==> src/rtl/dpa_photo_scaler.sv <==
// Photo-to-frame-buffer box-average scaler: reads an (N*FB_DIM)^2 photo, writes FB_DIM^2 averaged pixels.
// Optional macro DPA_ROUND_EN selects round-half-up averaging instead of truncation.

module dpa_scaler_lane #(
  parameter int CH_W = 8
) (
  input  logic            clk,
  input  logic            rst,
  input  logic            acc_ld,
  input  logic            acc_add,
  input  logic            n1,
  input  logic [2:0]      shamt,
  input  logic [CH_W-1:0] q,
  output logic [CH_W-1:0] res
);
  localparam int SW = CH_W + 5;

  logic [CH_W+3:0] acc;
  logic [SW-1:0]   sum, adj, shd;

  always_ff @(posedge clk or posedge rst) begin
    if (rst)          acc <= '0;
    else if (acc_ld)  acc <= (CH_W+4)'(q);
    else if (acc_add) acc <= acc + (CH_W+4)'(q);
  end

  // The block's final sample is still on the bus during the write cycle.
  always_comb begin
    sum = n1 ? SW'(q) : SW'(acc) + SW'(q);
`ifdef DPA_ROUND_EN
    adj = sum + ((SW'(1) << shamt) >> 1);
`else
    adj = sum;
`endif
    shd = adj >> shamt;
    res = (shd > SW'({CH_W{1'b1}})) ? {CH_W{1'b1}} : shd[CH_W-1:0];
  end
endmodule

module dpa_photo_scaler #(
  parameter int ADDR_W = 20,
  parameter int CH_W   = 8,
  parameter int NUM_CH = 3,
  parameter int FB_DIM = 128
) (
  input  logic                   clk,
  input  logic                   reset,
  input  logic                   start,
  input  logic [ADDR_W-1:0]      src_addr,
  input  logic [ADDR_W-1:0]      fb_addr,
  input  logic [1:0]             size_sel,
  output logic                   busy,
  output logic                   done,
  output logic [ADDR_W-1:0]      IM_A,
  input  logic [NUM_CH*CH_W-1:0] IM_Q,
  output logic [NUM_CH*CH_W-1:0] IM_D,
  output logic                   IM_WEN
);
  localparam int FB_LOG = $clog2(FB_DIM);

  typedef enum logic [1:0] {IDLE, RD, WR, DONE} state_t;

  state_t                         st;
  logic [FB_LOG-1:0]              i, j;
  logic [3:0]                     cnt;
  logic [1:0]                     nl, nl_in;
  logic [ADDR_W-1:0]              src, fb;
  logic [NUM_CH-1:0][CH_W-1:0]    wr_data;
  logic [NUM_CH*CH_W-1:0]         d_hold;
  logic [3:0]                     last_cnt;
  logic                           acc_ld, acc_add, last_pix;

  // Source address of sample cnt (dy = cnt>>nl, dx = cnt mod N) of output pixel (pi,pj).
  function automatic logic [ADDR_W-1:0] rd_addr(input logic [ADDR_W-1:0] base,
                                                input logic [FB_LOG-1:0] pi, pj,
                                                input logic [3:0] c, input logic [1:0] n);
    logic [ADDR_W-1:0] row, col;
    row = (ADDR_W'(pj) << n) + (ADDR_W'(c) >> n);
    col = (ADDR_W'(pi) << n) + (ADDR_W'(c) & ((ADDR_W'(1) << n) - ADDR_W'(1)));
    return base + (row << (FB_LOG + int'(n))) + col;
  endfunction

  always_comb begin
    case (size_sel)
      2'd0:    nl_in = 2'd0;
      2'd2:    nl_in = 2'd2;
      default: nl_in = 2'd1;
    endcase
    last_cnt = 4'((5'd1 << {nl, 1'b0}) - 5'd1);
    acc_ld   = (st == RD) && (cnt == 4'd1);
    acc_add  = (st == RD) && (cnt > 4'd1);
    last_pix = (&i) && (&j);
    IM_D     = (st == WR) ? wr_data : d_hold;
  end

  for (genvar k = 0; k < NUM_CH; k++) begin : g_lane
    dpa_scaler_lane #(.CH_W(CH_W)) u_lane (
      .clk    (clk),
      .rst    (reset),
      .acc_ld (acc_ld),
      .acc_add(acc_add),
      .n1     (nl == 2'd0),
      .shamt  ({nl, 1'b0}),
      .q      (IM_Q[k*CH_W +: CH_W]),
      .res    (wr_data[k])
    );
  end

  // IM_A is registered, so every transition loads the address of the next cycle's access.
  always_ff @(posedge clk or posedge reset) begin
    if (reset) begin
      st     <= IDLE;
      i      <= '0;
      j      <= '0;
      cnt    <= '0;
      nl     <= '0;
      src    <= '0;
      fb     <= '0;
      d_hold <= '0;
      busy   <= 1'b0;
      done   <= 1'b0;
      IM_A   <= '0;
      IM_WEN <= 1'b1;
    end else begin
      case (st)
        IDLE: if (start) begin
          st   <= RD;
          src  <= src_addr;
          fb   <= fb_addr;
          nl   <= nl_in;
          i    <= '0;
          j    <= '0;
          cnt  <= '0;
          busy <= 1'b1;
          IM_A <= rd_addr(src_addr, '0, '0, 4'd0, nl_in);
        end
        RD: if (cnt == last_cnt) begin
          st     <= WR;
          IM_WEN <= 1'b0;
          IM_A   <= fb + ADDR_W'({j, i});
        end else begin
          cnt  <= cnt + 4'd1;
          IM_A <= rd_addr(src, i, j, cnt + 4'd1, nl);
        end
        WR: begin
          d_hold <= wr_data;
          IM_WEN <= 1'b1;
          if (last_pix) begin
            st   <= DONE;
            busy <= 1'b0;
            done <= 1'b1;
          end else begin
            st   <= RD;
            cnt  <= '0;
            i    <= i + 1'b1;
            if (&i) j <= j + 1'b1;
            IM_A <= rd_addr(src, i + 1'b1, (&i) ? j + 1'b1 : j, 4'd0, nl);
          end
        end
        default: begin
          done <= 1'b0;
          st   <= IDLE;
        end
      endcase
    end
  end
endmodule

==> config.mk <==
export PLATFORM = sky130hd
export DESIGN_NAME = dpa_photo_scaler
export DESIGN_NICKNAME = d
export VERILOG_FILES = /design/src/rtl/dpa_photo_scaler.sv
export SDC_FILE = /design/constraint.sdc
export NUM_CORES = 1
export LEC_CHECK = 0
export ABC_AREA = 1
export BUFFER_PORTS_ARGS = -buffer_cell sky130_fd_sc_hd__buf_2
export CAP_MARGIN = 15
export CORE_ASPECT_RATIO = 1.2
export CORE_MARGIN = 10
export CORE_UTILIZATION = 43
export CTS_CLUSTER_SIZE = 25
export DETAILED_ROUTE_END_ITERATION = 6
export GPL_TIMING_DRIVEN = 0
export PLACE_DENSITY_LB_ADDON = 0.15
export SLEW_MARGIN = 20
export SYNTH_ARGS = -nofsm -noshare
export SYNTH_HDL_FRONTEND = slang
export SYNTH_SLANG_ARGS = --single-unit
==> constraint.sdc <==
create_clock -name clk -period 5.9 [get_ports clk]
set_clock_uncertainty 0.2 [all_clocks]
set_input_delay 0.295 -clock clk [delete_from_list [all_inputs] [get_ports clk]]
set_output_delay 0.295 -clock clk [all_outputs]
set_load 0.03 [all_outputs]
### Yosys cells after proc, flatten, opt, wreduce, memory -nomap -nowiden

Index checks and enable logic that the tools add are counted.

* bits in registers: 145
* output and inout bits: 47

* $add $sub $neg: 24
* $lt $le $gt $ge: 4
* eq/ne operators: 10
* shift-type cells: 16
* multiplexer cells: 39
* bitwise operators: 2
* reduce and logical (&&, ||, !) cells: 21

Operators by type and width (number)
* 20-bit adder: 10
* 7-bit by 2-bit left shift with 20-bit output: 4
* 12-bit 2-to-1 mux: 6
* 20-bit 2-to-1 mux: 3
* 20-bit case mux with 3 select lines: 1
* 1-bit by 2-bit left shift with 20-bit output, first input constant: 2
* 20-bit by 4-bit left shift with 20-bit output: 2
* 1-bit by 2-bit right shift with 20-bit output, first input constant: 2
* 12-bit by 8-bit adder with 13-bit output: 3
* 13-bit by 8-bit > comparator with 1-bit output, second input constant: 3
* 13-bit 2-to-1 mux: 3
* 13-bit by 3-bit right shift with 13-bit output: 3
* 12-bit by 8-bit adder with 12-bit output: 3
* 20-bit by 32-bit left shift with 20-bit output: 1
* 7-bit 2-to-1 mux: 4
* 7-bit case mux with 2 select lines: 2
* 24-bit 2-to-1 mux: 1
* 8-bit 2-to-1 mux: 3
* 20-bit by 14-bit adder with 20-bit output: 1
* 4-bit by 20-bit AND with 20-bit output: 1
* 4-bit by 2-bit right shift with 20-bit output: 1
* 20-bit by 1-bit subtractor with 20-bit output, second input constant: 1
* 7-bit by 1-bit adder with 7-bit output, second input constant: 2
* 7-bit AND reduction: 2
* 27 further kinds: 52

### Logic depth before layout (Yosys ltp)

Gate-level depths: netlist of the first run.

* word-level depth: 9
* gate-level depth with buffers: 38
* depth with buffers taken out: 35

### Modules after synthesis

From an unflattened synthesis of the first run, not the netlist that was laid out.

* cell total of the unflattened synthesis: 2370
* area, all modules: 15513.6 sq um

Modules (own cells, without submodules)
* dpa_photo_scaler: instances 1, cells an instance 1494, area an instance 10341.2 sq um, seq. area each 2728.9 sq um
* dpa_scaler_lane: instances 3, cells an instance 292, area an instance 1724.2 sq um, seq. area each 300.3 sq um

### Worst setup path before layout of the first run

Ideal clock, no wire load.

* path type: reg2reg
* start point: reg nl[0]
* end point: reg IM_A[13]
* setup time: 0.117 ns
* data arrival time: 5.612 ns
* required time: 5.583 ns
* setup slack: -0.029 ns
* cell stages (with the launch flop): 32
* buffers on the path: 8
* clock period less this slack: 5.929 ns
* cell sequence: dfrtp_1 inv_2 buf_2 clkbuf_1 buf_2 buf_1 ha_1 clkbuf_1 inv_1 clkbuf_1 clkbuf_1 buf_2 ha_1 nor2_1 fa_1 fa_1 fa_1 nand3_1 nand3_1 nand2_1 nand2_1 nand2_1 nand2_1 nand2_1 nand2_1 nand3_1 nand2_1 xor2_1 o21ai_0 nand3_1 nand2_1 nand2_1

* cells in the longest elaborated chain, start to end: 7

Ends and longest elaborated chain
* start: declaration: line 66 `logic [1:0] nl, nl_in;`
* start signal: assignment: line 130 `nl <= nl_in;`
* 7-bit by 2-bit left shift with 20-bit output (tied with other cells): line 78 `row = (ADDR_W'(pj) << n) + (ADDR_W'(c) >> n);`
* 20-bit adder or 20-bit by 1-bit subtractor with 20-bit output (tied branches)
* 20-bit by 32-bit left shift with 20-bit output (tied with other cells): line 80 `return base + (row << (FB_LOG + int'(n))) + col;`
* 20-bit adder (on tied branches): line 80, 79
* 20-bit adder: line 80
* 20-bit 2-to-1 mux (on tied branches): line 137, 148
* 20-bit case mux with 3 select lines (*): line 125 `case (st)`
* end signal: assignment: line 135 `IM_A <= rd_addr(src_addr, '0, '0, 4'd0, nl_in);`
* end signal: assignment: line 140 `IM_A <= fb + ADDR_W'({j, i});`
* end signal: assignment: line 143 `IM_A <= rd_addr(src, i, j, cnt + 4'd1, nl);`
* end: declaration: line 54 `output logic [ADDR_W-1:0] IM_A,`

Mark *: on every way between the ends. The rest lies on a longest branch, timed or not. The select of a mux whose other input is x is not followed.
A chain may end at the register's enable or synchronous reset.

### Final worst setup path of the first run

* start point: reg nl[0]
* end point: reg IM_A[18]

Same word-level chain as after synthesis.

==> results of run 1 <==
==> per-layer routing <==
layer / up-vias / part of all wire, %
li1: 7599 / -
met1: 7312 / 39
met2: 589 / 49
met3: 186 / 5.1
met4: 0 / 6.6
met5: - / 0
==> cell type report <==
class	count	area, um2
inverter	198	762
multi-input combinational	1711	9980
sequential	145	3630
fill	3303	15700
timing repair buffer	184	1270
clock inverter	14	141
tap	450	563
buffer	86	485
clock buffer	18	439
==> per-stage QoR <==
step | hold slack [ns] | cell area [um2] | setup TNS [ns]
4_1_cts | 0.000234 | 16900 | -0.00519
6_report | 0.0148 | 17300 | 0
5_1_grt | 0.0429 | 17300 | -0.163
3_5_place_dp | 0.180 | 15500 | -37.30
2_1_floorplan | 0.205 | 14400 | 0
3_3_place_gp | 0.261 | 15500 | -115.50
==> Yosys cell counts, drive strengths merged <==
library cell  instances  share of area, %
o21a                  4              0.21
dfstp                 1              0.18
nor2                129               3.6
or2                   7              0.31
a211oi                3              0.16
o211ai               26               1.4
a221oi                1             0.061
clkinv                2             0.052
o32ai                 1             0.061
o21ai               258               9.1
nand2               607                16
a21boi                3              0.16
o22ai                18              0.79
nand3b                6              0.31
xor2                 34               2.1
dfrtp               144                25
a21o                  4              0.21
nand3               197               7.0
buf                  31              0.98
a22oi                 1             0.052
nor3b                 2              0.10
nor3                 24              0.84
inv                 196               5.1
nor4                  3              0.17
conb                  2             0.052
nand4                23               1.1
clkbuf               62               1.6
a21oi               144               5.1
a221o                 1             0.070
o21bai                8              0.42
a211o                 1             0.061
ha                  128                11
o221ai                1             0.061
o31ai                 7              0.37
fa                   29               4.1
xnor2                15              0.92
a31oi                13              0.57
mux2i                 5              0.35
==> cell families (layout without fill, tap and decap cells) <==
| kind of cell | Yosys count | after routing | synth area share (%) |
|---|---|---|---|
| buffers and inverters | 291 | 500 | 7.79 |
| AO/OA/AOI/OAI | 494 | 494 | 18.8 |
| adder cells (fa/ha/maj) | 157 | 157 | 15.2 |
| XOR/XNOR | 49 | 49 | 3.05 |
| multiplexers | 5 | 5 | 0.349 |
| other | 2 | 8 | 0.0524 |
| AND/OR/NAND/NOR | 998 | 998 | 29.4 |
| flip-flops | 145 | 145 | 25.3 |
==> layout by cell type, fill, tap and decap left out, drive strengths merged, types with 3 or more instances in the layout <==
| master | instances |
|---|---|
| a211oi | 3 |
| a21boi | 3 |
| a21o | 4 |
| a21oi | 144 |
| a31oi | 13 |
| buf | 152 |
| clkbuf | 75 |
| clkinv | 3 |
| clkinvlp | 5 |
| conb | 8 |
| dfrtp | 144 |
| dlygate4sd3 | 61 |
| fa | 29 |
| ha | 128 |
| inv | 203 |
| mux2i | 5 |
| nand2 | 607 |
| nand3 | 197 |
| nand3b | 6 |
| nand4 | 23 |
| nor2 | 129 |
| nor3 | 24 |
| nor4 | 3 |
| o211ai | 26 |
| o21a | 4 |
| o21ai | 258 |
| o21bai | 8 |
| o22ai | 18 |
| o31ai | 7 |
| or2 | 7 |
| xnor2 | 15 |
| xor2 | 34 |
==> state kept, by name, indices dropped and copies added, names as in the netlist <==
register           count
g_lane.u_lane.acc     36
done                   1
src                   20
IM_WEN                 1
cnt                    4
i                      7
fb                    20
busy                   1
nl                     2
st                     2
IM_A                  20
j                      7
d_hold                24
==> how the worst min path moves through the flow <==
stage,cells past startpoint,to,startpoint,slack (ns)
detailed placement,2,g_lane[1].u_lane.acc[8],reset,0.18
floorplan,2,fb[0],fb_addr[0],0.20
CTS,5,g_lane[1].u_lane.acc[7],IM_Q[15],0.0002
finish,5,g_lane[1].u_lane.acc[7],IM_Q[15],0.01
global placement,2,IM_A[19],IM_A[19],0.26
global route,3,g_lane[0].u_lane.acc[5],IM_Q[5],0.04
==> timing repair <==
| action | in CTS | in global routing |
|---|---|---|
| endpoints found under the hold margin | 144 | 0 |
| setup buffers | 3 | 4 |
| setup endpoints to repair | 31 | 13 |
| gates cloned | 0 | 0 |
| hold buffers | 61 | 0 |
| pin swaps | 4 | 15 |
| resized for setup | 75 | 86 |
==> worst reg2reg max path, delay by kind of cell, from the launching register on <==
kind | cells | cell delay [ns]
simple gates | 14 | 1.78
flops | 1 | 0.48
compound gates | 3 | 0.65
buf+inv | 7 | 1.00
fa+ha+maj | 5 | 1.49
==> impl_results.rst, run 1 <==
.. list-table::
   :header-rows: 1

   * - Metric
     - Value
   * - Max-slew violation count
     - 0
   * - Post-DP HPWL
     - 43,300 um
   * - Reg-to-Reg End
     - IM_A[18]
   * - Sequential-to-total area share from yosys stat
     - 25.3%
   * - Post-route minimum period
     - 5.75 ns
   * - Number of cells on the critical path
     - 29
   * - Tightest Hold Check Type
     - in2reg
   * - Number of I/O port buffers
     - 115
   * - Max incr delay on CP
     - 0.48 ns
   * - DR vias/cell
     - 5.59
   * - Worst path buffer plus inverter count
     - 7
   * - Post-synthesis register bit count
     - 145
   * - Worst setup slack after placement
     - -2.06 ns
   * - Portion of the clock cycle consumed by the worst path in the final layout
     - 97.4%
   * - Core Footprint
     - 0.0330 mm2
   * - Worst setup endpoint
     - IM_A[18]
   * - Cell at the root of the clock tree
     - sky130_fd_sc_hd__clkbuf_16
   * - Maximum frequency from static timing analysis
     - 174 MHz
   * - Maximum fanout encountered on the critical timing path
     - 10
   * - Met3 routing resource usage after global routing
     - 3.83%
   * - Routed Antenna Nets
     - 0
   * - Cells on worst reg2reg path
     - 29
   * - Final wirelength
     - 55,400 um
   * - Length of the first detailed-routing pass in iterations
     - 6
   * - Fin util
     - 52.4%
   * - DR iter-0 viols
     - 1,368
   * - GRT Resource Usage Total
     - 26.8%
   * - Worst setup SP type
     - register
   * - Register-to-register setup slack
     - 0.15 ns
   * - Number of buffers inserted during clock tree synthesis
     - 17
   * - Sink Count
     - 145
   * - Number of max-capacitance violations reported
     - 0
   * - Startpoint of the lowest-slack register-to-register path
     - nl[0]
   * - Number of placement rows
     - 73
   * - Layout Nets
     - 2,569
   * - CTS tree
     - done
   * - Routed via count
     - 15,700
   * - Met2 track demand over resource
     - 47.3%
   * - Via count of the first global-routing pass
     - 15,700
   * - Arrival time of data at the critical path endpoint
     - 5.92 ns
   * - Post-synthesis instance total
     - 2,141
   * - Headroom to the max-slew limit
     - 30.6%
   * - GRT overflow
     - 0
   * - Mean Syn Cell Area
     - 6.69 um2
   * - Endpoint required time on the critical path
     - 6.07 ns
   * - Antenna diode count
     - 0
   * - Post-route worst setup slack
     - 0.152 ns
   * - Maximum number of pins on one net before global-route repair
     - 80
   * - Setup repair after global routing missed its margin
     - true
   * - Worst skew pair latency
     - 0.48 ns
   * - Peak-usage layer in the global routing report
     - met2
   * - Final setup violating endpoints
     - 0
   * - Met1 GRT Util
     - 29.7%
   * - Largest delay contributor family on the critical path
     - simple AND/OR/NAND/NOR gates
   * - Clock Pin Slew Worst Setup and Hold Paths
     - 0.07 ns
   * - Startpoint-to-endpoint class of the critical path
     - reg2reg
   * - Worst-path cell with the longest stage delay
     - sky130_fd_sc_hd__dfrtp_2
   * - Die boundary width
     - 187 um
   * - Routed wirelength normalized by instance count
     - 19.8 um
   * - Maximum root-to-sink buffer count
     - 2
   * - Deepest level of the CTS H-tree
     - 4
   * - Number of antenna violations at the first check in global routing
     - 0
   * - Starting Density
     - 43.4%
   * - Setup crit end kind
     - register
   * - Full die area
     - 0.0410 mm2
   * - CP dominant cell by count
     - sky130_fd_sc_hd__buf_4
   * - Instance count after placement with tap cells included
     - 2,713
   * - Area of the mapped netlist
     - 0.0143 mm2
   * - Top-Level Pins
     - 116
   * - Drc violations
     - 0
   * - P&R area growth vs syn
     - 20.6%
   * - Worst Setup SP
     - nl[0]
   * - Global-route wire length before repair
     - 85,800 um
   * - Run status
     - finished, final reports clean
   * - Final GP Congestion
     - 0.977
   * - Endpoints failing hold
     - 0
   * - Chip Height
     - 220 um
   * - Worst-Margin Slew
     - 1.04 ns
   * - Synth cell types
     - 52
   * - Share of layout cells above drive strength 1
     - 12.2%
   * - Non-filler instance count after layout
     - 2,806
   * - Synth warn
     - 0
Power of run 1 is not shown: default switching activity piles up to over one toggle a cycle in this logic, so the estimate is an artifact.
==> inputs of run 2 (changes only) <==
--- a/config.mk
+++ b/config.mk
@@ -5,9 +5,7 @@
 export SDC_FILE = /design/constraint.sdc
 export NUM_CORES = 1
 export LEC_CHECK = 0
-export ABC_AREA = 1
 export BUFFER_PORTS_ARGS = -buffer_cell sky130_fd_sc_hd__buf_2
-export CAP_MARGIN = 15
 export CORE_ASPECT_RATIO = 1.2
 export CORE_MARGIN = 10
 export CORE_UTILIZATION = 43
==> run 2 against run 1 <==
Compared with the run above: the flow now finishes with violations (negative setup slack); synthesized cell count shrank 25%; highest routed layer unchanged; global-route usage shrank 3.4 points; final cell count shrank 20%; register-to-register slack lost 0.36 ns; area after synthesis shrank 4.4%; wire length shrank 15%; critical path depth shrank 1.
==> impl_results.rst, run 2 <==
.. list-table::
   :header-rows: 1

   * - Metric
     - Value
   * - CTS tree
     - done
   * - Max incr delay on CP
     - 0.51 ns (+0.03 ns)
   * - Number of I/O port buffers
     - 115 (unchanged)
   * - Number of max-capacitance violations reported
     - 0 (unchanged)
   * - Worst-path cell with the longest stage delay
     - sky130_fd_sc_hd__a2111o_1
   * - Final GP Congestion
     - 0.928 (-4.9%)
   * - DR vias/cell
     - 5.84 (+4.5%)
   * - Most common library cell in the layout ignoring fill and taps
     - sky130_fd_sc_hd__nand2_1
   * - Area of the mapped netlist
     - 0.0137 mm2 (-4.4%)
   * - Share of layout cells above drive strength 1
     - 19.7% (+7.5 points)
   * - Most used cells in the layout excluding fill and tap cells
     - sky130_fd_sc_hd__nand2_1 (165), sky130_fd_sc_hd__dfrtp_1 (139), sky130_fd_sc_hd__o21ai_0 (129), sky130_fd_sc_hd__nor2_1 (128), sky130_fd_sc_hd__buf_2 (122)
   * - Tightest Hold Check Type
     - in2reg
   * - Routed via count
     - 13,100 (-17%)
   * - Routed wirelength normalized by instance count
     - 21.1 um (+6.6%)
   * - Endpoint required time on the critical path
     - 6.04 ns (-0.03 ns)
   * - Peak-usage layer in the global routing report
     - met2
   * - Final wirelength
     - 47,200 um (-15%)
   * - Fill count
     - 2,986 (-9.6%)
   * - Arrival time of data at the critical path endpoint
     - 6.25 ns (+0.33 ns)
   * - Clock Pin Slew Worst Setup and Hold Paths
     - 0.07 ns (about the same)
   * - Worst-Margin Slew
     - 1.15 ns (+0.112 ns)
   * - Power per standard cell area
     - 141 mW/mm2
   * - Maximum root-to-sink buffer count
     - 2 (unchanged)
   * - Fraction of power spent switching nets
     - 28.2%
   * - Area occupied by registers
     - 0.00364 mm2 (+0.10%)
   * - Portion of the clock cycle consumed by the worst path in the final layout
     - 104% (+6.1 points)
   * - Dominant cell type by area after synthesis
     - sky130_fd_sc_hd__dfrtp_1
   * - Number of enable-type register cells in the synthesized netlist
     - 0 (unchanged)
   * - Maximum fanout encountered on the critical timing path
     - 5 (-5)
   * - DR iter-0 viols
     - 1,010 (-26%)
   * - Worst setup SP type
     - register
   * - Proportion of power drawn by flip-flops and latches
     - 42.4%
   * - Power spent charging and discharging nets
     - 0.000672 W
   * - Multi-input combinational cell area
     - 0.00988 mm2 (-0.99%)
   * - Fin util
     - 53.7% (+1.3 points)
   * - Synth cell types
     - 79 (+52%)
   * - Maximum ir drop on the vdd rail
     - 0.149 mV
   * - Number of placement rows
     - 71 (-2.7%)
   * - Post-route worst setup slack
     - -0.211 ns (-0.362 ns)
   * - Number of buffers inserted during clock tree synthesis
     - 17 (unchanged)
   * - Chip Height
     - 215 um (-2.0%)
   * - Largest registers ranked by flip-flop count
     - g_lane.u_lane.acc x36, d_hold x24
   * - Top-Level Pins
     - 116 (unchanged)
   * - Number of flip-flops under the largest register name
     - 36 (unchanged)
   * - Global-route wire length before repair
     - 73,400 um (-14%)
   * - Drc violations
     - 0 (unchanged)
   * - Die boundary width
     - 183 um (-2.0%)
   * - Met2 track demand over resource
     - 40.7% (-6.6 points)
   * - Maximum frequency from static timing analysis
     - 164 MHz (-5.9%)
   * - Synth warn
     - 0 (unchanged)
   * - Maximum number of pins on one net before global-route repair
     - 85 (+6.3%)
   * - Endpoints failing hold
     - 0 (unchanged)
   * - GRT Resource Usage Total
     - 23.3% (-3.4 points)
   * - Top area cells in the synthesized netlist
     - sky130_fd_sc_hd__dfrtp_1 (26%), sky130_fd_sc_hd__ha_1 (12%), sky130_fd_sc_hd__mux2i_1 (5.4%), sky130_fd_sc_hd__o21ai_0 (5.2%), sky130_fd_sc_hd__nand2_1 (4.6%)
   * - Post-route cell area
     - 0.0168 mm2 (-2.5%)
   * - Register ranked first by flip-flop count
     - g_lane.u_lane.acc
   * - Setup crit end kind
     - register
   * - Post-synthesis instance total
     - 1,603 (-25%)
   * - Post-Place Cell Area
     - 0.0149 mm2 (-4.0%)
   * - Sequential-to-total area share from yosys stat
     - 26.5% (+1.2 points)
   * - Met3 routing resource usage after global routing
     - 3.48% (-0.35 points)
   * - Fraction of power consumed by the clock network
     - 45.9%
   * - Full die area
     - 0.0394 mm2 (-4.0%)
   * - Cell at the root of the clock tree
     - sky130_fd_sc_hd__clkbuf_16
   * - Startpoint-to-endpoint class of the critical path
     - reg2reg
   * - Post-synthesis register bit count
     - 145 (unchanged)
   * - GRT overflow
     - 0 (unchanged)
   * - Headroom to the max-slew limit
     - 23.1% (-7.5 points)
   * - Post-route minimum period
     - 6.11 ns (+0.362 ns)
   * - Length of the first detailed-routing pass in iterations
     - 5 (-1)
   * - Setup repair after global routing missed its margin
     - true
   * - Commonest cells in the netlist
     - sky130_fd_sc_hd__nand2_1 (166), sky130_fd_sc_hd__dfrtp_1 (144), sky130_fd_sc_hd__o21ai_0 (142)
   * - Violated checks
     - negative setup slack
   * - Core Footprint
     - 0.0314 mm2 (-4.9%)
   * - Logic gate share of total power
     - 11.7%
   * - Share of the synthesized area in the top cell type
     - 26.3% (+1.2 points)
   * - Final setup violating endpoints
     - 8 (+8)
   * - Met1 GRT Util
     - 27.2% (-2.5 points)
   * - Number of antenna violations at the first check in global routing
     - 0 (unchanged)
   * - P&R area growth vs syn
     - 22.9%
   * - Via count of the first global-routing pass
     - 13,400 (-15%)
   * - Most common cell in the synthesized netlist
     - sky130_fd_sc_hd__nand2_1
   * - Most used DFF post-synth
     - sky130_fd_sc_hd__dfrtp_1
   * - Starting Density
     - 43.7% (+0.22 points)
   * - Antenna diode count
     - 0 (unchanged)
   * - Mean Syn Cell Area
     - 8.54 um2 (+28%)
   * - Run status
     - finished, violations left
   * - Deepest level of the CTS H-tree
     - 4 (unchanged)
   * - Sink Count
     - 145 (unchanged)
   * - Async set-reset flop share out of synthesis
     - 100% (unchanged)
   * - Worst skew pair latency
     - 0.46 ns (-0.02 ns)
   * - Max-slew violation count
     - 0 (unchanged)
   * - Post-DP HPWL
     - 35,400 um (-18%)
   * - Total internal power
     - 0.00171 W
   * - Layout Nets
     - 2,053 (-20%)
   * - Cell leakage power
     - 7.70 nW
   * - Routed Antenna Nets
     - 0 (unchanged)
   * - CP dominant cell by count
     - sky130_fd_sc_hd__o21ai_2
==> run 2: changes by cell type after synthesis, sizes merged, moves of 14 or more <==
cell	previous run	this run
a211oi	3	23
a221oi	1	17
nand3	197	35
nand4	23	9
a21oi	144	106
mux2	0	48
o211ai	26	11
inv	196	63
mux2i	5	74
xnor2	15	61
o21ai	258	157
nand2	607	166
a21o	4	30
and3	0	16
==> run 2: path summary, 6_finish.rpt <==
check,from,to,slack (ns),depth (start not counted)
worst max-delay path,nl[0],IM_A[19],-0.21,28
worst min-delay path,IM_Q[21],g_lane[2].u_lane.acc[5],0.0007,3
worst max register to register,nl[0],IM_A[19],-0.21,28
worst min register to register,IM_A[6],IM_A[6],0.28,1
max in group asynchronous,reset,IM_WEN,4.43,4
min in group asynchronous,reset,g_lane[2].u_lane.acc[6],0.27,3
==> run 2: worst max-delay path, delay by kind of cell, from the launching register on <==
kind	cells	cell delay, ns
AO/OA/AOI/OAI	13	2.56
adder cells (fa/ha/maj)	5	1.37
buffers and inverters	4	0.52
flip-flops	1	0.48
AND/OR/NAND/NOR	3	0.41
XOR/XNOR	2	0.33
multiplexers	1	0.10
==> run 2: cell type report <==
type | instances | area share (%)
plain buffers | 83 | 3.34
clock buffers | 17 | 2.53
clock inverters | 15 | 0.803
inverters | 67 | 1.60
multi-input cells | 1308 | 58.7
flip-flops and latches | 145 | 21.6
well taps | 401 | 2.98
repair buffers | 205 | 8.44
==> run 2: per-layer routing <==
layer	vias up	routed length [um]	share of wire (%)
li1	6218	-	-
met1	6350	19500	41
met2	410	23100	49
met3	114	2390	5.1
met4	0	2240	4.7
met5	-	0	0
==> run 2: cell families after synthesis <==
kind of cell	count (synthesis)	synth area share, %
AOI/OAI and AO/OA	468	22.1
and+or+nand+nor	451	14.8
adders and majority gates	157	15.9
buffers and inverters	156	4.43
DFF	145	26.5
muxes	125	9.85
xor gates and xnor gates	99	6.33
other	2	0.0548
==> run 2: timing repair <==
| item | 4_1_cts | 5_1_grt |
|---|---|---|
| hold endpoints to repair | 152 | 0 |
| resized for setup | 95 | 61 |
| pin swaps | 22 | 33 |
| endpoints found under the setup margin | 23 | 13 |
| hold buffers | 60 | 0 |
| setup buffers | 20 | 9 |
==> run 2: power by group through the flow <==
stage                     logic, W  registers [W]  clock network [W]
after floorplan           0.000154        0.00104                  0
after global placement    0.000239        0.00103                  0
after detailed placement  0.000245        0.00103                  0
after CTS                 0.000281        0.00101            0.00111
after global routing      0.000309        0.00101            0.00114
final                     0.000278        0.00101            0.00109
==> run 2: through the flow <==
| stage | instances | hold slack, ns | setup WS [ns] | setup TNS (ns) | power, W |
|---|---|---|---|---|---|
| global placement | 2125 | 0.255 | -1.99 | -113.03 | 0.00127 |
| detailed placement | 2126 | 0.230 | -1.99 | -26.50 | 0.00127 |
| floorplan | 1609 | 0.243 | 0.00553 | 0 | 0.00119 |
| global route | 2241 | 0.0359 | -0.457 | -3.21 | 0.00246 |
| CTS | 2234 | 0.00278 | -0.349 | -1.06 | 0.00240 |
| finish | 2241 | 0.000714 | -0.211 | -0.748 | 0.00238 |
No activity file was read; power rests on OpenSTA's default activity.
==> inputs of run 3 (changes only) <==
--- a/config.mk
+++ b/config.mk
@@ -6,9 +6,12 @@
 export NUM_CORES = 1
 export LEC_CHECK = 0
 export BUFFER_PORTS_ARGS = -buffer_cell sky130_fd_sc_hd__buf_2
+export CELL_PAD_IN_SITES_DETAIL_PLACEMENT = 1
+export CELL_PAD_IN_SITES_GLOBAL_PLACEMENT = 2
 export CORE_ASPECT_RATIO = 1.2
 export CORE_MARGIN = 10
-export CORE_UTILIZATION = 43
+export CORE_UTILIZATION = 35
+export CTS_BUF_LIST = sky130_fd_sc_hd__clkbuf_4 sky130_fd_sc_hd__clkbuf_8
 export CTS_CLUSTER_SIZE = 25
 export DETAILED_ROUTE_END_ITERATION = 6
 export GPL_TIMING_DRIVEN = 0
==> run 3 against run 2 <==
Compared with the run above: utilization fell by 10 points; setup slack got worse by 0.029 ns; critical path type unchanged; combinational power rose by 4%; sequential power barely moved; the run still ends with negative setup slack left; critical path depth fell by 1; largest power group is now sequential cells; global-route usage fell by 0.32 points.
==> impl_results.rst, run 3 (same netlist as run 2, synthesis figures left out) <==
.. list-table::
   :header-rows: 1

   * - Metric
     - Value
   * - Maximum ir drop on the vdd rail
     - 0.150 mV (+0.85%)
   * - Largest registers ranked by flip-flop count
     - g_lane.u_lane.acc x36, d_hold x24
   * - Run status
     - finished, violations left
   * - Worst-path cell with the longest stage delay
     - sky130_fd_sc_hd__dfrtp_2
   * - Post-DP HPWL
     - 41,700 um (+18%)
   * - Startpoint-to-endpoint class of the critical path
     - reg2reg
   * - Number of max-capacitance violations reported
     - 0 (unchanged)
   * - Arrival time of data at the critical path endpoint
     - 6.35 ns (+0.10 ns)
   * - GRT Resource Usage Total
     - 23.0% (-0.32 points)
   * - Violated checks
     - negative setup slack
   * - Power per standard cell area
     - 126 mW/mm2 (-11%)
   * - Endpoint required time on the critical path
     - 6.11 ns (+0.07 ns)
   * - CP dominant cell by count
     - sky130_fd_sc_hd__ha_1
   * - Most common library cell in the layout ignoring fill and taps
     - sky130_fd_sc_hd__nand2_1
   * - Drc violations
     - 0 (unchanged)
   * - Most used cells in the layout excluding fill and tap cells
     - sky130_fd_sc_hd__nand2_1 (166), sky130_fd_sc_hd__dfrtp_1 (139), sky130_fd_sc_hd__nor2_1 (128), sky130_fd_sc_hd__o21ai_0 (127), sky130_fd_sc_hd__buf_2 (123)
   * - Maximum number of pins on one net before global-route repair
     - 88 (+3.5%)
   * - Post-route minimum period
     - 6.14 ns (+0.0295 ns)
   * - Worst skew pair latency
     - 0.54 ns (+0.08 ns)
   * - Number of flip-flops under the largest register name
     - 36 (unchanged)
   * - DR vias/cell
     - 5.51 (-5.7%)
   * - Share of layout cells above drive strength 1
     - 19.6% (-0.14 points)
   * - Tightest Hold Check Type
     - in2async
   * - Chip Height
     - 237 um (+9.8%)
   * - GRT overflow
     - 0 (unchanged)
   * - Cell at the root of the clock tree
     - sky130_fd_sc_hd__clkbuf_8
   * - Maximum frequency from static timing analysis
     - 163 MHz (-0.48%)
   * - Fin util
     - 43.6% (-10 points)
   * - Sink Count
     - 145 (unchanged)
   * - Worst-Margin Slew
     - 1.22 ns (+0.0671 ns)
   * - CTS tree
     - done
   * - Full die area
     - 0.0475 mm2 (+20%)
   * - Cell leakage power
     - 7.66 nW (-0.57%)
   * - Die boundary width
     - 201 um (+9.7%)
   * - Starting Density
     - 35.3% (-8.3 points)
   * - Final wirelength
     - 54,600 um (+16%)
   * - Routed wirelength normalized by instance count
     - 22.9 um (+8.9%)
   * - Layout Nets
     - 2,066 (+0.63%)
   * - Number of antenna violations at the first check in global routing
     - 0 (unchanged)
   * - Headroom to the max-slew limit
     - 18.9% (-4.2 points)
   * - P&R area growth vs syn
     - 23.4%
   * - DR iter-0 viols
     - 563 (-44%)
   * - Number of I/O port buffers
     - 115 (unchanged)
   * - Number of placement rows
     - 79 (+11%)
   * - Clock Pin Slew Worst Setup and Hold Paths
     - 0.10 ns (+0.03 ns)
   * - Post-route worst setup slack
     - -0.240 ns (-0.0295 ns)
   * - Via count of the first global-routing pass
     - 14,400 (+7.4%)
   * - Number of buffers inserted during clock tree synthesis
     - 17 (unchanged)
   * - Worst path buffer plus inverter count
     - 5 (+1)
   * - Max incr delay on CP
     - 0.45 ns (-0.06 ns)
   * - Setup repair after global routing missed its margin
     - true
   * - Post-route cell area
     - 0.0169 mm2 (+0.35%)
   * - Max-slew violation count
     - 0 (unchanged)
   * - Post-Place Cell Area
     - 0.0151 mm2 (+1.1%)
   * - Global-route wire length before repair
     - 84,900 um (+16%)
   * - Portion of the clock cycle consumed by the worst path in the final layout
     - 104% (+0.50 points)
   * - Final setup violating endpoints
     - 9 (+1)
   * - Worst setup SP type
     - register
   * - Final GP Congestion
     - 0.865 (-6.9%)
   * - Routed via count
     - 13,100 (+0.13%)
   * - Setup crit end kind
     - register
   * - Antenna diode count
     - 0 (unchanged)
   * - Largest delay contributor family on the critical path
     - compound AO/OA/AOI/OAI gates
   * - Register ranked first by flip-flop count
     - g_lane.u_lane.acc
   * - Maximum fanout encountered on the critical timing path
     - 4 (-1)
   * - Post-route total power
     - 0.00213 W (-10%)
   * - Routed Antenna Nets
     - 0 (unchanged)
   * - Maximum root-to-sink buffer count
     - 2 (unchanged)
   * - Length of the first detailed-routing pass in iterations
     - 5 (unchanged)
   * - Deepest level of the CTS H-tree
     - 4 (unchanged)
   * - Top-Level Pins
     - 116 (unchanged)
   * - Core Footprint
     - 0.0387 mm2 (+24%)
   * - Endpoints failing hold
     - 0 (unchanged)
run 3: changes by cell type in the layout (fill, tap and decap cells not counted), moves of 5 or more:
| cell | before | now |
|---|---|---|
| sky130_fd_sc_hd__clkbuf_8 | 1 | 20 |
| sky130_fd_sc_hd__buf_4 | 32 | 37 |
| sky130_fd_sc_hd__dlygate4sd3_1 | 60 | 68 |
| sky130_fd_sc_hd__clkbuf_16 | 21 | 5 |
run 3: metal layers:
layer | track usage [%] | wire length [um] | part of all wire (%) | up-vias
met4 | 11.5 | 2650 | 4.9 | 0
met2 | 42.1 | 27900 | 51 | 215
met5 | 0 | 0 | 0 | -
met3 | 3.07 | 1290 | 2.4 | 98
met1 | 25.6 | 22800 | 42 | 6557
li1 | - | - | - | 6239
run 3: per-stage QoR:
step	setup TNS [ns]	setup slack, ns	std cells	hold slack (ns)
global route	-4.69	-0.536	2379	0.170
global placement	-169.80	-2.38	2250	0.257
detailed placement	-34.93	-2.42	2252	0.154
floorplan	0	0.00553	1609	0.243
finish	-1.24	-0.240	2379	0.113
CTS	-2.36	-0.513	2369	0.109
run 3: worst reg2reg max path: stages, from the launching register on:
cell,delay [ns]
sky130_fd_sc_hd__dfrtp_2,0.45
sky130_fd_sc_hd__buf_4,0.16
sky130_fd_sc_hd__inv_1,0.10
sky130_fd_sc_hd__ha_1,0.29
sky130_fd_sc_hd__a21oi_2,0.20
sky130_fd_sc_hd__o21ai_1,0.12
sky130_fd_sc_hd__ha_1,0.34
sky130_fd_sc_hd__buf_4,0.14
sky130_fd_sc_hd__a21o_1,0.16
sky130_fd_sc_hd__a21oi_1,0.19
sky130_fd_sc_hd__xnor2_1,0.13
sky130_fd_sc_hd__mux2i_2,0.24
sky130_fd_sc_hd__mux2i_1,0.15
sky130_fd_sc_hd__buf_4,0.16
sky130_fd_sc_hd__buf_4,0.12
sky130_fd_sc_hd__mux2_4,0.26
sky130_fd_sc_hd__ha_1,0.28
sky130_fd_sc_hd__ha_1,0.31
sky130_fd_sc_hd__ha_1,0.22
sky130_fd_sc_hd__or2_1,0.23
sky130_fd_sc_hd__a2111o_1,0.44
sky130_fd_sc_hd__a31oi_4,0.28
sky130_fd_sc_hd__o21ai_2,0.11
sky130_fd_sc_hd__nor3_2,0.13
sky130_fd_sc_hd__o21bai_1,0.10
sky130_fd_sc_hd__xor2_1,0.16
sky130_fd_sc_hd__a221oi_2,0.27
sky130_fd_sc_hd__a21oi_1,0.09
run 3: path summary, 6_finish.rpt:
kind / start / endpoint / slack [ns] / depth (start not counted)
worst min-delay path: reset / d_hold[21] / 0.11 / 3
worst min register to register: IM_A[6] / IM_A[6] / 0.28 / 1
worst max-delay path: cnt[0] / IM_A[19] / -0.24 / 27
worst max register to register: cnt[0] / IM_A[19] / -0.24 / 27
min in group clk: IM_A[6] / IM_A[6] / 0.28 / 1
max in group asynchronous: reset / fb[17] / 4.50 / 4
run 3: power breakdown:
group	switching, W	leakage (nW)	internal (W)
logic	0.000165	5.73	0.000124
registers	0.00000464	1.74	0.00101
clock network	0.000485	0.182	0.000347
run 3: area by class of cell:
cell class | instances | area, um2
timing repair buffer | 217 | 1530
buffer | 84 | 562
clock inverter | 14 | 131
multi-input combinational | 1308 | 9860
tap | 526 | 658
sequential | 145 | 3640
inverter | 67 | 272
fill | 4582 | 21900
clock buffer | 18 | 248
run 3: what timing repair did:
action | in CTS | in global routing
setup endpoints to repair | 27 | 14
setup buffers | 21 | 11
hold buffers | 68 | 0
hold endpoints to repair | 143 | 0
pin swaps | 32 | 32
resized for setup | 110 | 43
